==> src/rtl/regfile_sb.sv <==
// Multi-read-port register file with optional write bypass and a per-register
// busy scoreboard. Register 0 reads as zero and is never busy.

// One read port: index-0 masking, writeback forwarding and hazard flag.
module regfile_sb_rport #(
  parameter int DW     = 32,
  parameter int AW     = 5,
  parameter bit BYPASS = 1'b1
) (
  input  logic          rst_i,
  input  logic [AW-1:0] ra_i,
  input  logic [DW-1:0] reg_i,
  input  logic          busy_i,
  input  logic          we_i,
  input  logic [AW-1:0] wa_i,
  input  logic [DW-1:0] wd_i,
  output logic [DW-1:0] rd_o,
  output logic          rbusy_o
);
  logic hit;
  assign hit = BYPASS && we_i && (wa_i == ra_i) && (ra_i != '0);

  // Outputs are forced low while reset is held so forwarded data cannot leak.
  always_comb begin
    rd_o    = '0;
    rbusy_o = 1'b0;
    if (!rst_i && ra_i != '0) begin
      rd_o    = hit ? wd_i : reg_i;
      rbusy_o = busy_i && !hit;
    end
  end
endmodule

module regfile_sb #(
  parameter int DATA_WIDTH = 32,
  parameter int ADDR_WIDTH = 5,
  parameter int NUM_READ   = 2,
  parameter bit BYPASS     = 1'b1
) (
  input  logic                           clk,
  input  logic                           reset,
  input  logic                           regwrite,
  input  logic [ADDR_WIDTH-1:0]          wa,
  input  logic [DATA_WIDTH-1:0]          wd,
  input  logic                           issue,
  input  logic [ADDR_WIDTH-1:0]          issue_dest,
  input  logic [NUM_READ*ADDR_WIDTH-1:0] ra,
  output logic [NUM_READ*DATA_WIDTH-1:0] rd,
  output logic [NUM_READ-1:0]            rbusy,
  output logic [ADDR_WIDTH:0]            busy_count
);
  localparam int DW    = DATA_WIDTH;
  localparam int AW    = ADDR_WIDTH;
  localparam int DEPTH = 2**AW;

  logic [DEPTH-1:0][DW-1:0] regs_q;
  logic [DEPTH-1:0]         busy_q, busy_d;
  logic [AW:0]              cnt_q, cnt_d;

  // Register array; index 0 is never written so it stays zero.
  always_ff @(posedge clk or posedge reset) begin
    if (reset) regs_q <= '0;
    else if (regwrite && wa != '0) regs_q[wa] <= wd;
  end

  // Next busy state: writeback clears, issue sets afterwards so set wins.
  always_comb begin
    busy_d = busy_q;
    if (regwrite) busy_d[wa] = 1'b0;
    if (issue)    busy_d[issue_dest] = 1'b1;
    busy_d[0] = 1'b0;
  end

  // Population count of the next busy vector, registered alongside it.
  always_comb begin
    cnt_d = '0;
    for (int i = 0; i < DEPTH; i++) cnt_d = cnt_d + {{AW{1'b0}}, busy_d[i]};
  end

  // Scoreboard and its count update together.
  always_ff @(posedge clk or posedge reset) begin
    if (reset) begin
      busy_q <= '0;
      cnt_q  <= '0;
    end else begin
      busy_q <= busy_d;
      cnt_q  <= cnt_d;
    end
  end

  assign busy_count = cnt_q;

  for (genvar g = 0; g < NUM_READ; g++) begin : g_rp
    logic [AW-1:0] ra_g;
    assign ra_g = ra[g*AW +: AW];
    regfile_sb_rport #(.DW(DW), .AW(AW), .BYPASS(BYPASS)) u_rp (
      .rst_i   (reset),
      .ra_i    (ra_g),
      .reg_i   (regs_q[ra_g]),
      .busy_i  (busy_q[ra_g]),
      .we_i    (regwrite),
      .wa_i    (wa),
      .wd_i    (wd),
      .rd_o    (rd[g*DW +: DW]),
      .rbusy_o (rbusy[g])
    );
  end
endmodule

==> config.mk <==
export PLATFORM = sky130hd
export DESIGN_NAME = regfile_sb
export DESIGN_NICKNAME = d
export VERILOG_FILES = /design/src/rtl/regfile_sb.sv
export SDC_FILE = /design/constraint.sdc
export NUM_CORES = 2
export LEC_CHECK = 0
export ABC_AREA = 1
export BUFFER_PORTS_ARGS = -buffer_cell sky130_fd_sc_hd__buf_2
export CORE_ASPECT_RATIO = 1.75
export CORE_MARGIN = 2
export CORE_UTILIZATION = 50
export CTS_BUF_LIST = sky130_fd_sc_hd__clkbuf_16
export DETAILED_ROUTE_END_ITERATION = 7
export PLACE_DENSITY = 0.69
export SETUP_SLACK_MARGIN = 0.3
export SLEW_MARGIN = 25
export SYNTH_ARGS = -nofsm -noshare
export SYNTH_HDL_FRONTEND = slang
export SYNTH_SLANG_ARGS = --single-unit
==> constraint.sdc <==
create_clock -name clk -period 36.4 [get_ports clk]
set_clock_uncertainty 0.15 [all_clocks]
set_input_delay 0 -clock clk [delete_from_list [all_inputs] [get_ports clk]]
set_output_delay 0 -clock clk [all_outputs]
set_load 0.1 [all_outputs]
==> metrics.md <==
| Metric | Value |
|---|---|
| Clock net sink count | `1061` |
| GP Congestion | `0.918` |
| Fin crit share | `18.6%` |
| Mapped Cells | `8806` |
| Ranking of synthesized cells by area | `dfrtp_1 43%, nand2_1 13%, o21ai_0 10%, nand3_1 7.4%, a21oi_1 6.3%` |
| CTS tree | `yes` |
| CTS Buf Count | `103` |
| Layout cells sized above 1 | `5.40%` |
| Clock Latency Late Sink | `0.76 ns` |
| Fmax | `148 MHz` |
| Vias in the first global route | `58200` |
| Cell variety after synth | `28` |
| Hold_buf cts | `59` |
| Area delta synth->final | `7.40%` |
| Vias | `61500` |
| Ys Warns | `0` |
| Largest net degree at the start of global routing | `216` |
| Least-Margin Pin Slew | `1.17 ns` |
| # port buffers | `127` |
| Final Hold Viols | `0` |
| RSZ-0062 raised after global routing | `false` |
| Die X-Extent | `269 um` |
| Final HPWL DP | `126000 um` |
| Post-synth net total | `8892` |
| Yosys reg bits | `1061` |
| Final WL | `240000 um` |
| GR Layer Usage met3 | `7.85%` |
| Met1 GRT Util | `47.5%` |
| Max Buffers Root-to-Sink | `3` |
| Worst vdd ir | `0.000145 V` |
| Most common cell after layout, fill and taps aside | `nand2_1` |
| PwrDens | `60.6 nW/um^2` |
| Worst path max stage delay | `0.88 ns` |
| Total grt overflow | `0` |
| WL/cell | `23.7 um` |
| Filler cells | `11700` |
| CP Data Arrival Time | `7.23 ns` |
| Std-Cell Rows | `170` |
| Post-synth top area cell | `dfrtp_1` |
| Critical Path RT | `36.86 ns` |
| Mapped Area | `61300 sq um` |
| Reg2Reg Setup Slack | `31.20 ns` |
| Max cap viols | `0` |
| CTS root buffer | `clkbuf_16` |
| CP max-delay cell | `buf_4` |
| Synth top area share | `43.3%` |
| Max-slew violations | `0` |
| Via density per instance | `6.06` |
| Worst Hold Class | `primary input to flip-flop` |
| Post-CTS Setup Bufs | `0` |
| Die Ht | `467 um` |
| Tmin final | `6.77 ns` |
| Setup CP Type | `primary input to flip-flop` |
| CP Max Fanout | `65` |
| Crit path buffers/inverters | `10` |
| Slew HR | `21.7%` |
| Ports | `128` |
| Final ANT Viol Nets | `0` |
| Crit path top cell by count | `fa_1` |
| H-tree levels | `3` |
| Final setup fails | `0` |
| Status | `complete, no violations` |
| Crit end category | `flip-flop` |
| Die area | `126000 sq um` |
| Global-route wire length before repair | `359000 um` |
| Startpoint Class | `primary input` |
| Post-layout net count | `8496` |
| Mean Syn Cell Area | `6.96 sq um` |
| Worst-path clk slew | `0.08 ns` |
| Total GRT Usage | `38.0%` |
| GRT busiest layer | `met2` |
| Tot Pwr | `0.00399 W` |
| Final setup TNS | `0 ns` |
| Drt pass-1 iters | `8` |
| Crit-path cells | `dlygate4sd3_1, buf_2, inv_2, nor3_1, dlygate4sd3_1, inv_1, nor2_4, buf_4, o22ai_1, inv_1, fa_1, fa_1, inv_1, fa_1, fa_1, inv_1, fa_1, fa_1, fa_1, inv_1, fa_1, nand3_1, nand3_1, xor2_1` |
| DR iter-0 viols | `8070` |
| Area of the core | `122000 sq um` |
| Delay-heaviest family, CP | `adder cells` |
| Commonest cells after routing, fill and taps aside | `2147 x nand2_1, 1283 x o21ai_0, 1061 x dfrtp_1` |
| Initial antenna violation count | `9` |
| Leakage power | `31.2 nW` |
| GRT met2 Usage | `59.4%` |
| # DRC | `0` |
| Post-cts sizing count | `0` |
| Initial Util | `50.2%` |
| Sequential area share after synthesis | `43.3%` |
[worst min-delay path, stage by stage]
cell and delay, ns:
dlygate4sd3_1 0.53, buf_2 0.25, nand2_1 0.11, o21ai_0 0.07
[power by group]
group          internal (W)  switching [W]
Clock              0.000659       0.000514
Sequential          0.00145       0.000132
Combinational      0.000421       0.000810
[cell usage after synthesis]
cell / n
o21ai_0: 1283
buf_4: 25
nor2_2: 8
mux2_2: 1
o21ai_1: 108
clkbuf_1: 345
ha_1: 7
inv_1: 902
dfrtp_1: 1061
or2_2: 1
nand3_1: 912
buf_6: 3
o22ai_1: 27
buf_1: 69
nor3_1: 20
nor2_1: 538
a21boi_0: 1
inv_2: 24
nor2_4: 4
nand2_2: 1
a21oi_1: 767
xor2_1: 6
o211ai_1: 167
nor3_2: 5
buf_2: 348
fa_1: 23
nand3_2: 2
nand2_1: 2148
[per-stage QoR]
step | worst slack (ns) | instance area, sq um | utilization [%] | std cells | hold slack (ns)
after floorplan | 6.35 | 61300 | - | 8806 | 0.00169
after global placement | 29.78 | 61600 | 50.4 | 9878 | 0.0192
after detailed placement | 29.77 | 61600 | 50.4 | 9878 | 0.0175
after CTS | 29.75 | 65700 | 53.8 | 10100 | 0.0864
after global routing | 29.38 | 65800 | 53.9 | 10100 | 0.132
final | 29.63 | 65800 | 53.9 | 10100 | 0.106
[layer usage]
layer  vias up  share of wire, %
met5         -            0.0092
met4         4               7.2
met3       914                11
met2      3976                45
met1     28900                37
li1      27700                 -
[registers in the layout, summed over array words and instances, names as in the netlist]
register and flops:
busy_count 6, regs_q 1024, busy_q 31
[final timing paths]
kind,startpoint,depth (start not counted),end
max in group asynchronous,reset,10,regs_q[119]
worst min-delay path,wd[15],4,regs_q[1007]
min in group asynchronous,reset,4,regs_q[197]
worst max register to register,busy_q[12],17,busy_count[4]
worst max-delay path,wa[4],24,busy_count[4]
worst min register to register,regs_q[21],0,regs_q[21]
[layout make-up]
type | count | area [sq um] | share of cell area [%]
repair buffers | 289 | 2190 | 3.33
inverters | 926 | 3520 | 5.35
clock buffers | 105 | 2630 | 3.99
clock inverters | 85 | 925 | 1.40
flip-flops and latches | 1061 | 26600 | 40.3
multi-input cells | 6029 | 28000 | 42.5
well taps | 1634 | 2040 | 3.10
diodes | 13 | 32.5 | 0.0494
[cells by family after synthesis]
logic type	after synthesis	share of synthesized area, %
AOI/OAI and AO/OA	2353	19.9
adders and majority gates	30	0.894
buffers and inverters	1716	11.4
xor gates and xnor gates	6	0.0857
DFF	1061	43.3
and+or+nand+nor	3639	24.3
muxes	1	0.0184
No activity file was read; power rests on OpenSTA's default activity.
